<file path="src/rtl/alu_req_scheduler_if.sv">
// Request/response bundle for alu_req_scheduler.
//
// Purpose : groups the per-requester valid/ready/operand signals and the
//           tagged response handshake into one interface.
// Signals : req_valid/req_ready  per-requester handshake (NUM_REQ bits)
//           req_a/req_b          packed 32-bit operands, requester i at [32i+31:32i]
//           req_op               packed 4-bit opcodes, requester i at [4i+3:4i]
//           rsp_valid/rsp_ready  response handshake
//           rsp_id               owning requester index (ID_W bits)
//           rsp_result/rsp_zero  captured ALU result and zero flag
//           rsp_err              illegal-opcode flag, present only when
//                                ALU_SCHED_OPCHECK_EN is defined
// Modports: master = requester/consumer side, slave = scheduler side.
interface alu_req_scheduler_if #(
    parameter int NUM_REQ = 4,
    parameter int ID_W    = $clog2(NUM_REQ)
);
    logic [NUM_REQ-1:0]    req_valid;
    logic [NUM_REQ-1:0]    req_ready;
    logic [NUM_REQ*32-1:0] req_a;
    logic [NUM_REQ*32-1:0] req_b;
    logic [NUM_REQ*4-1:0]  req_op;
    logic                  rsp_valid;
    logic                  rsp_ready;
    logic [ID_W-1:0]       rsp_id;
    logic [31:0]           rsp_result;
    logic                  rsp_zero;
`ifdef ALU_SCHED_OPCHECK_EN
    logic                  rsp_err;

    modport master (
        output req_valid, req_a, req_b, req_op, rsp_ready,
        input  req_ready, rsp_valid, rsp_id, rsp_result, rsp_zero, rsp_err
    );
    modport slave (
        input  req_valid, req_a, req_b, req_op, rsp_ready,
        output req_ready, rsp_valid, rsp_id, rsp_result, rsp_zero, rsp_err
    );
`else
    modport master (
        output req_valid, req_a, req_b, req_op, rsp_ready,
        input  req_ready, rsp_valid, rsp_id, rsp_result, rsp_zero
    );
    modport slave (
        input  req_valid, req_a, req_b, req_op, rsp_ready,
        output req_ready, rsp_valid, rsp_id, rsp_result, rsp_zero
    );
`endif
endinterface

</file>
<file path="src/rtl/alu_req_scheduler.sv">
// alu_req_scheduler: round-robin sharing of one combinational 32-bit ALU
// between NUM_REQ requesters.
//
// Ports : clk        single clock, rising edge
//         rst_n      synchronous active-low reset
//         bus        alu_req_scheduler_if.slave (requests in, tagged response out)
//         alu_a/b    registered operands to the shared ALU
//         alu_op     registered opcode to the shared ALU
//         alu_result ALU result, captured during EXEC
//         alu_zero   ALU zero flag, captured during EXEC
//         busy       high whenever the scheduler is not IDLE
// Option: ALU_SCHED_OPCHECK_EN adds bus.rsp_err; opcodes above 6 are accepted
//         but replaced by opcode 0 at the ALU and answered with result 0,
//         zero 0, err 1.
module alu_req_scheduler #(
    parameter int NUM_REQ = 4,
    parameter int ID_W    = $clog2(NUM_REQ)
) (
    input  logic               clk,
    input  logic               rst_n,
    alu_req_scheduler_if.slave bus,
    output logic [31:0]        alu_a,
    output logic [31:0]        alu_b,
    output logic [3:0]         alu_op,
    input  logic [31:0]        alu_result,
    input  logic               alu_zero,
    output logic               busy
);

    typedef enum logic [1:0] {IDLE, EXEC, RESP} state_t;

    state_t          state;
    state_t          state_next;

    logic [ID_W-1:0] rr_ptr;       // last granted requester
    logic [ID_W-1:0] grant_idx;
    logic            grant_found;
    logic            can_grant;
    logic            grant_en;
    int              cand;
    logic [ID_W-1:0] cand_idx;

    logic [31:0]     sel_a;
    logic [31:0]     sel_b;
    logic [3:0]      sel_op;

    logic [ID_W-1:0] id_p0;
    logic [31:0]     result_p1;
    logic            zero_p1;
`ifdef ALU_SCHED_OPCHECK_EN
    logic            err_p0;
    logic            err_p1;
`endif

    // Round-robin search beginning one past the last granted requester.
    always_comb begin
        grant_found = 1'b0;
        grant_idx   = '0;
        cand        = 0;
        cand_idx    = '0;
        for (int k = 1; k <= NUM_REQ; k++) begin
            cand     = (int'(rr_ptr) + k) % NUM_REQ;
            cand_idx = cand[ID_W-1:0];
            if (!grant_found && bus.req_valid[cand_idx]) begin
                grant_found = 1'b1;
                grant_idx   = cand_idx;
            end
        end
    end

    // A grant may only be offered while idle or while the current response
    // is being accepted; reset suppresses any grant in the same cycle.
    assign can_grant = rst_n && ((state == IDLE) || ((state == RESP) && bus.rsp_ready));
    assign grant_en  = can_grant && grant_found;

    always_comb begin
        bus.req_ready = '0;
        if (grant_en) begin
            bus.req_ready[grant_idx] = 1'b1;
        end
    end

    always_comb begin
        sel_a  = bus.req_a[int'(grant_idx)*32 +: 32];
        sel_b  = bus.req_b[int'(grant_idx)*32 +: 32];
        sel_op = bus.req_op[int'(grant_idx)*4 +: 4];
    end

    // FSM state register
    always_ff @(posedge clk) begin
        if (!rst_n) begin
            state <= IDLE;
        end else begin
            state <= state_next;
        end
    end

    // FSM next state
    always_comb begin
        state_next = state;
        case (state)
            IDLE: begin
                if (grant_en) begin
                    state_next = EXEC;
                end
            end
            EXEC: begin
                state_next = RESP;
            end
            RESP: begin
                if (bus.rsp_ready) begin
                    state_next = grant_found ? EXEC : IDLE;
                end
            end
            default: begin
                state_next = IDLE;
            end
        endcase
    end

    // Stage p0: grant edge latches operands, opcode and owner index.
    // Stage p1: EXEC edge captures the ALU outcome for the response.
    always_ff @(posedge clk) begin
        if (!rst_n) begin
            rr_ptr    <= ID_W'(NUM_REQ - 1);
            alu_a     <= '0;
            alu_b     <= '0;
            alu_op    <= '0;
            id_p0     <= '0;
            result_p1 <= '0;
            zero_p1   <= 1'b0;
`ifdef ALU_SCHED_OPCHECK_EN
            err_p0    <= 1'b0;
            err_p1    <= 1'b0;
`endif
        end else begin
            if (grant_en) begin
                alu_a  <= sel_a;
                alu_b  <= sel_b;
                id_p0  <= grant_idx;
                rr_ptr <= grant_idx;
`ifdef ALU_SCHED_OPCHECK_EN
                alu_op <= (sel_op > 4'd6) ? 4'd0 : sel_op;
                err_p0 <= (sel_op > 4'd6);
`else
                alu_op <= sel_op;
`endif
            end
            if (state == EXEC) begin
`ifdef ALU_SCHED_OPCHECK_EN
                result_p1 <= err_p0 ? 32'd0 : alu_result;
                zero_p1   <= err_p0 ? 1'b0 : alu_zero;
                err_p1    <= err_p0;
`else
                result_p1 <= alu_result;
                zero_p1   <= alu_zero;
`endif
            end
        end
    end

    assign bus.rsp_valid  = (state == RESP);
    assign bus.rsp_id     = id_p0;
    assign bus.rsp_result = result_p1;
    assign bus.rsp_zero   = zero_p1;
`ifdef ALU_SCHED_OPCHECK_EN
    assign bus.rsp_err    = err_p1;
`endif
    assign busy           = (state != IDLE);

endmodule

</file>
<file path="src/flat_wrapper.sv">
// flat-port wrapper written by rule: the top's interface ports become plain ports
module alu_req_scheduler_flat 
#(
    parameter int NUM_REQ = 4,
    parameter int ID_W    = $clog2(NUM_REQ)
)
  (clk, rst_n, alu_a, alu_b, alu_op, alu_result, alu_zero, busy, bus_req_valid, bus_req_a, bus_req_b, bus_req_op, bus_rsp_ready, bus_req_ready, bus_rsp_valid, bus_rsp_id, bus_rsp_result, bus_rsp_zero);
  alu_req_scheduler_if #(.NUM_REQ(NUM_REQ), .ID_W(ID_W)) bus_i ();
  input  logic clk;
  input  logic rst_n;
  output logic [31:0] alu_a;
  output logic [31:0] alu_b;
  output logic [3:0] alu_op;
  input  logic [31:0] alu_result;
  input  logic alu_zero;
  output logic busy;
  input wire logic [$bits(bus_i.req_valid)-1:0] bus_req_valid;
  input wire logic [$bits(bus_i.req_a)-1:0] bus_req_a;
  input wire logic [$bits(bus_i.req_b)-1:0] bus_req_b;
  input wire logic [$bits(bus_i.req_op)-1:0] bus_req_op;
  input wire logic [$bits(bus_i.rsp_ready)-1:0] bus_rsp_ready;
  output wire logic [$bits(bus_i.req_ready)-1:0] bus_req_ready;
  output wire logic [$bits(bus_i.rsp_valid)-1:0] bus_rsp_valid;
  output wire logic [$bits(bus_i.rsp_id)-1:0] bus_rsp_id;
  output wire logic [$bits(bus_i.rsp_result)-1:0] bus_rsp_result;
  output wire logic [$bits(bus_i.rsp_zero)-1:0] bus_rsp_zero;
  assign bus_i.req_valid = bus_req_valid;
  assign bus_i.req_a = bus_req_a;
  assign bus_i.req_b = bus_req_b;
  assign bus_i.req_op = bus_req_op;
  assign bus_i.rsp_ready = bus_rsp_ready;
  assign bus_req_ready = bus_i.req_ready;
  assign bus_rsp_valid = bus_i.rsp_valid;
  assign bus_rsp_id = bus_i.rsp_id;
  assign bus_rsp_result = bus_i.rsp_result;
  assign bus_rsp_zero = bus_i.rsp_zero;
  alu_req_scheduler #(.NUM_REQ(NUM_REQ), .ID_W(ID_W)) u_core (.clk(clk), .rst_n(rst_n), .bus(bus_i), .alu_a(alu_a), .alu_b(alu_b), .alu_op(alu_op), .alu_result(alu_result), .alu_zero(alu_zero), .busy(busy));
endmodule
</file>
<file path="config.mk">
export PLATFORM = sky130hd
export DESIGN_NAME = alu_req_scheduler_flat
export DESIGN_NICKNAME = d
export VERILOG_FILES = /design/src/rtl/alu_req_scheduler_if.sv /design/src/rtl/alu_req_scheduler.sv /design/src/flat_wrapper.sv
export SDC_FILE = /design/constraint.sdc
export NUM_CORES = 1
export LEC_CHECK = 0
export ABC_AREA = 1
export BUFFER_PORTS_ARGS = -buffer_cell sky130_fd_sc_hd__clkbuf_2
export CORE_AREA = 5 5 161 163
export DETAILED_ROUTE_END_ITERATION = 12
export DIE_AREA = 0 0 166 168
export GPL_ROUTABILITY_DRIVEN = 0
export SYNTH_ARGS = -nofsm -noshare
export SYNTH_HDL_FRONTEND = slang
export SYNTH_SLANG_ARGS = --single-unit
</file>
<file path="constraint.sdc">
create_clock -name clk -period 1.6 [get_ports clk]
set_input_delay 0.16 -clock clk [delete_from_list [all_inputs] [get_ports clk]]
set_output_delay 0.16 -clock clk [all_outputs]
set_load 0.005 [all_outputs]
</file>
== Yosys cells after proc, flatten, opt, wreduce, memory -nomap -nowiden ==
Index checks and enable logic that the tools add are counted.
Widths: inputs -> output; s select.

* Flip-flop bits (word level): 107
* Input bits: 312
* Output and inout port bits: 109
* Logic and storage cells: 62

* Add/subtract/negate cells: 4
* Order comparisons: 6
* Equal/unequal tests: 4
* Shift operators: 3
* Mux-type cells: 23
* Reductions and logical operators: 14

{| class="wikitable"
|+ Operators with widths
! kind !! count
|-
| $shiftx 128x8->32 || 2
|-
| $shiftx 16x5->4 || 1
|-
| $lt 2x3->1 const B || 5
|-
| $mux 2 || 6
|-
| $mux 1 || 10
|-
| $bmux 1 s2 || 4
|-
| $logic_and 1x1->1 || 7
|-
| $pmux 2 s3 || 1
|-
| $add 2x1->2 const B || 2
|-
| $add 2x2->2 const B || 2
|-
| $mux 4 || 1
|-
| $logic_not 1->1 || 3
|-
| $demux 1 s2 || 1
|-
| $eq 2x1->1 const B || 1
|-
| $eq 2x2->1 const B || 1
|-
| $ge 2x1->1 const B || 1
|-
| $logic_not 2->1 || 1
|-
| $ne 2x1->1 const B || 1
|-
| $ne 2x2->1 const B || 1
|-
| $reduce_and 2->1 || 1
|-
| $reduce_bool 2->1 || 1
|-
| $logic_or 1x1->1 || 1
|}

== Longest topological paths before layout ==
* Depth after elaboration: 18
* Depth in mapped cells: 18
* Depth with buffers taken out: 15

== Least setup slack after synthesis ==
Ideal clock, no wire load.

* Path kind: register to register
* Start: register u_core.rr_ptr[0]
* End: register u_core.alu_a[0]
* Setup time: 109 ps
* Arrival: 1664 ps
* Required time: 1491 ps
* Slack: -173 ps
* Cell stages (with the launch flop): 18
* Path buffers: 4
* Clock period less this slack: 1773 ps
* Path through: dfxtp_1 -> buf_6 -> inv_6 -> nand2_2 -> nand2_1 -> nand2_1 -> nand2_1 -> nor2_4 -> nand3_2 -> nand2_2 -> buf_6 -> buf_8 -> buf_8 -> nand3_2 -> nand3_1 -> nand3_1 -> nand2_1 -> inv_1

* Longest elaborated chain between the ends: 14
* Elaborated cells between the ends (all ways): 28
* Classes of those cells: add/sub (4); shift (1); mux (16); reduce/logical (7)

{| class="wikitable"
|+ Ends and longest elaborated chain
! item !! line !! RTL
|-
| start: declaration || alu_req_scheduler.sv:35 || <nowiki>logic [ID_W-1:0] rr_ptr;</nowiki>
|-
| start signal: assignment || alu_req_scheduler.sv:125 || <nowiki>rr_ptr <= ID_W'(NUM_REQ - 1);</nowiki>
|-
| start signal: assignment || alu_req_scheduler.sv:141 || <nowiki>rr_ptr <= grant_idx;</nowiki>
|-
| $add 2x1->2 || alu_req_scheduler.sv:62 || <nowiki>cand = (int'(rr_ptr) + k) % NUM_REQ;</nowiki>
|-
| $bmux 1 s2 || alu_req_scheduler.sv:64 || <nowiki>if (!grant_found && bus.req_valid[cand_idx]) begin</nowiki>
|-
| $mux 1 (implied by the code) || alu_req_scheduler.sv:64 ||
|-
| $mux 1 || alu_req_scheduler.sv:64 ||
|-
| $logic_not 1->1 || alu_req_scheduler.sv:64 ||
|-
| $logic_and 1x1->1 || alu_req_scheduler.sv:64 ||
|-
| $mux 1 || alu_req_scheduler.sv:64 ||
|-
| $logic_not 1->1 || alu_req_scheduler.sv:64 ||
|-
| $logic_and 1x1->1 || alu_req_scheduler.sv:64 ||
|-
| $mux 1 || alu_req_scheduler.sv:64 ||
|-
| $logic_not 1->1 || alu_req_scheduler.sv:64 ||
|-
| $logic_and 1x1->1 || alu_req_scheduler.sv:64 ||
|-
| $mux 2 or $mux 1 (tied branches) || alu_req_scheduler.sv:64 ||
|-
| $shiftx 128x8->32 or $logic_and 1x1->1 (tied branches) || alu_req_scheduler.sv:84, alu_req_scheduler.sv:74 ||
|-
| end signal: assignment || alu_req_scheduler.sv:138 || <nowiki>alu_a <= sel_a;</nowiki>
|-
| end: declaration || alu_req_scheduler.sv:22 || <nowiki>output logic [31:0] alu_a,</nowiki>
|}

Several ways; a longest one is shown, not always the timed one. The select of a mux whose other input is x is not followed.
A chain may end at the register's enable or synchronous reset.

== Worst setup path after layout ==
* Start: register u_core.rr_ptr[0]
* End: output port bus_req_ready[3]

* Longest elaborated chain between the ends: 18
* Elaborated cells between the ends (all ways): 33
* Classes of those cells: add/sub (4); order compare (2); mux (19); reduce/logical (8)

{| class="wikitable"
|+ Ends and longest elaborated chain
! item !! line !! RTL
|-
| $add 2x1->2 || alu_req_scheduler.sv:62 ||
|-
| $bmux 1 s2 || alu_req_scheduler.sv:64 ||
|-
| $mux 1 (implied by the code) || alu_req_scheduler.sv:64 ||
|-
| $mux 1 || alu_req_scheduler.sv:64 ||
|-
| $logic_not 1->1 || alu_req_scheduler.sv:64 ||
|-
| $logic_and 1x1->1 || alu_req_scheduler.sv:64 ||
|-
| $mux 1 || alu_req_scheduler.sv:64 ||
|-
| $logic_not 1->1 || alu_req_scheduler.sv:64 ||
|-
| (+2 left out) || -- ||
|-
| $logic_not 1->1 || alu_req_scheduler.sv:64 ||
|-
| $logic_and 1x1->1 || alu_req_scheduler.sv:64 ||
|-
| $mux 2 || alu_req_scheduler.sv:64 ||
|-
| $lt 2x3->1 (implied by the code) or $ge 2x1->1 (tied branches) || alu_req_scheduler.sv:79 || <nowiki>bus.req_ready[grant_idx] = 1'b1;</nowiki>
|-
| $logic_and 1x1->1 (implied by the code) || alu_req_scheduler.sv:79 ||
|-
| $mux 1 (implied by the code) || alu_req_scheduler.sv:79 ||
|-
| $demux 1 s2 || -- ||
|-
| $mux 4 (*) || alu_req_scheduler.sv:78 || <nowiki>if (grant_en) begin</nowiki>
|-
| end: declaration || flat_wrapper.sv:22 || <nowiki>output wire logic [$bits(bus_i.req_ready)-1:0] bus_req_ready;</nowiki>
|}

Mark *: on every way between the ends. The rest lies on a longest branch, timed or not. The select of a mux whose other input is x is not followed.

==> reports/summary.txt <==
Non-Filler Instances -> 2,195
Mapped Cells -> 1,403
RSZ-0062 raised after global routing -> true
total internal power -> 12.6 mW
Seq pwr share -> 17.1%
DR vias/cell -> 4.57
share of cells above drive strength 1 -> 34.4%
skew final -> 0.0116 ns
Synth-to-Final Area Change -> 51.5%
Post-DP Area -> 10,900 sq um
Rel. slew slack -> 75.1%
Avg Cell Area, Syn -> 5.68 sq um
CTS Sinks -> 107
Die Y -> 168 um
Worst Hold Depth -> 3
LEAKAGE -> 7.59 nW
total wire length -> 33,100 um
DP HPWL -> 24,400 um
Setup Slack @ Placement -> -0.490 ns
drt initial violations -> 573
port bufs -> 420
# IOs -> 421
post-synthesis sequential area ratio -> 26.9%
minimum clock period -> 2.18 ns
slew at the pin closest to its max-slew limit -> 0.374 ns
max-cap violation count -> 0
Hold Path Origin -> alu_result[23]
Mapped Nets -> 1,715
CP Max Fanout -> 8
Pre-antenna DRT Iters -> 5
failing checks -> negative setup slack
utilization after layout -> 49.9%
final hold viol count -> 0
gr usage total -> 22.0%
Comb pwr share -> 72.7%
cell area power density -> 1950 nW/um^2
sw frac -> 46.3%
CTS Buffer Depth -> 2
endpoint class of the critical path -> primary output
largest net degree at the start of global routing -> 45
final setup TNS -> -34.25 ns
dpl cells -> 2,133
FP Rows -> 57
Mapped Area -> 7970 sq um
wire per inst -> 15.1 um
Worst R2R End -> u_core.alu_a[19]
R2R depth -> 17
Post-DRT Antenna Nets -> 0
Worst R2R Setup Slack -> -0.51 ns
DIE WIDTH -> 166 um
slowest CP cell -> dfxtp_4
CP required -> 1.44 ns
Reg clk slew, reported paths -> 0.08 ns
Final Cell Area -> 12,100 sq um
DR vias -> 10.0k
DRC -> 0
Max H-tree Level -> 3
CTS tree -> built
filler cell count -> 2,506
worst setup margin -> -0.580 ns
FMAX -> 459 MHz
Final setup viols -> 77
Crit path buffers/inverters -> 7
worst hold path type -> in2reg
Yosys reg bits -> 107
clock share of power -> 10.1%
clk_lat worst skew -> 0.35 ns
initial core utilization -> 33.0%
Crit path max-delay family -> buffers and inverters
Core Region -> 24,200 sq um
cell-by-cell trace of the critical path -> inv_8 > buf_6 > nand2_4 > nand2_2 > nand2_2 > o21ai_4 > buf_12 > nand3_4 > nand2_8 > nand2_8 > buf_12 > inv_4 > buf_6 > nor2_4 > buf_2
Ys Warns -> 0
RR Startpoint -> u_core.rr_ptr[1]
Netlist cell types -> 24
max-slew violation count -> 0
vias in the first global route -> 9,739
Setup Crit Path Kind -> reg2out
Switch Pwr -> 10.9 mW
status -> finished, violations left
CP peak stage delay -> 0.42 ns
die area -> 27,900 sq um
Arr. time, crit path -> 2.02 ns
final period utilization -> 136%
clock root buffer -> clkbuf_16
initial antenna violation count -> 2
Max VDD drop -> 1.10 mV
Nets -> 2,177
cts bufs inserted -> 9
first-pass GRT wire length -> 50,700 um
Hold Path Sink -> u_core.bus.rsp_result[23]
grt ovf -> 0
Worst setup SP type -> flip-flop
-- worst reg2reg max path, delay by kind of cell, from the launching register on --
family	cells	cell delay, ns
buffers and inverters	7	0.81
AND/OR/NAND/NOR	10	0.88
flip-flops	1	0.38
-- registers in the layout (all words and copies together) (netlist names) --
name	flops
u_core.alu_a	32
u_core.rr_ptr	2
u_core.state	2
u_core.bus.rsp_zero	1
u_core.bus.rsp_result	32
u_core.alu_op	4
u_core.bus.rsp_id	2
u_core.alu_b	32
-- power groups by stage --
| stage | logic [mW] | registers (mW) | clock network (mW) |
|---|---|---|---|
| finish | 17.1 | 4.03 | 2.38 |
| global route | 18.8 | 4.14 | 2.59 |
| CTS | 15.6 | 4.03 | 2.51 |
| detailed placement | 14.1 | 4.07 | 0 |
| global placement | 14.0 | 4.05 | 0 |
| floorplan | 9.20 | 4.04 | 0 |
-- cell usage in the layout (no fill, tap or decap), types with 4 or more instances in the layout --
cell           synthesis  routed
buf_16                 0       4
nand3_1              304     299
nand2_8                0       4
buf_4                 12      55
dfxtp_1              107     105
buf_6                  7      16
dlygate4sd3_1          0      13
nand2_4                0      10
clkbuf_16              0      14
inv_2                  5       5
nor2_4                 1       5
clkbuf_2               0     417
nand2_1              239     218
o21ai_0               33      33
buf_12                 0      27
inv_1                348     345
nand2_2               10      17
nand3_2               41      45
nor2_2                 3       4
inv_8                  0       4
nor2_1               210     205
-- Yosys cell counts (all sizes together) --
cell | n | area share [%]
inv | 354 | 17
nand3 | 345 | 24
nand2 | 249 | 12
nor2 | 214 | 10
dfxtp | 107 | 27
buf | 74 | 6.2
o21ai | 34 | 2.1
clkbuf | 18 | 0.85
a21oi | 2 | 0.13
o211ai | 2 | 0.19
a31oi | 1 | 0.079
clkinv | 1 | 0.047
nand3b | 1 | 0.094
o32ai | 1 | 0.11
-- layer usage --
layer  vias up  routed length [um]  global-route usage, %
met1      4466               13700                   26.5
met3        62                2690                   6.61
met4         2                1140                   8.32
met2       392               15600                   36.9
met5         -                  13                      0
li1       5120                   -                      -
-- per-stage QoR --
step / hold WS [ns] / power (mW)
floorplan: 0.277 / 13.2
global placement: 0.381 / 18.0
detailed placement: 0.388 / 18.2
CTS: 0.00242 / 22.2
global route: 0.0286 / 25.5
finish: 0.0294 / 23.5
-- logic make-up after synthesis --
| logic type | after synthesis | synth area share (%) |
|---|---|---|
| buf+inv | 447 | 23.8 |
| compound gates | 40 | 2.64 |
| simple gates | 809 | 46.6 |
| flops | 107 | 26.9 |
-- cell type report --
class | instances | area (sq um) | area share (%)
tap | 324 | 405 | 3.36
clock inverter | 6 | 78.8 | 0.653
multi-input combinational | 849 | 4170 | 34.5
inverter | 355 | 1350 | 11.2
antenna | 1 | 2.50 | 0.0207
sequential | 107 | 2150 | 17.8
clock buffer | 10 | 229 | 1.90
timing repair buffer | 543 | 3690 | 30.6
-- worst max path at each step --
stage / to / slack (ns) / cells after the start / startpoint
2_1_floorplan: u_core.alu_a[24] / -0.16 / 16 / u_core.rr_ptr[0]
3_5_place_dp: u_core.alu_b[10] / -0.49 / 17 / u_core.rr_ptr[0]
5_1_grt: bus_req_ready[2] / -0.70 / 13 / u_core.rr_ptr[0]
4_1_cts: bus_req_ready[2] / -0.58 / 13 / u_core.rr_ptr[0]
6_report: bus_req_ready[3] / -0.58 / 15 / u_core.rr_ptr[0]
3_3_place_gp: u_core.alu_a[21] / -0.45 / 13 / u_core.rr_ptr[0]
-- timing repair --
item / 4_1_cts / 5_1_grt
buffers inserted: 11 / 9
endpoints found under the setup margin: 77 / 77
gates resized for setup: 51 / 35
cloned: 5 / 7
hold endpoints to repair: 13 / 0
hold buffers: 13 / 0
pin swaps: 23 / 18
Note: power is estimated with default switching activity, not from simulation.
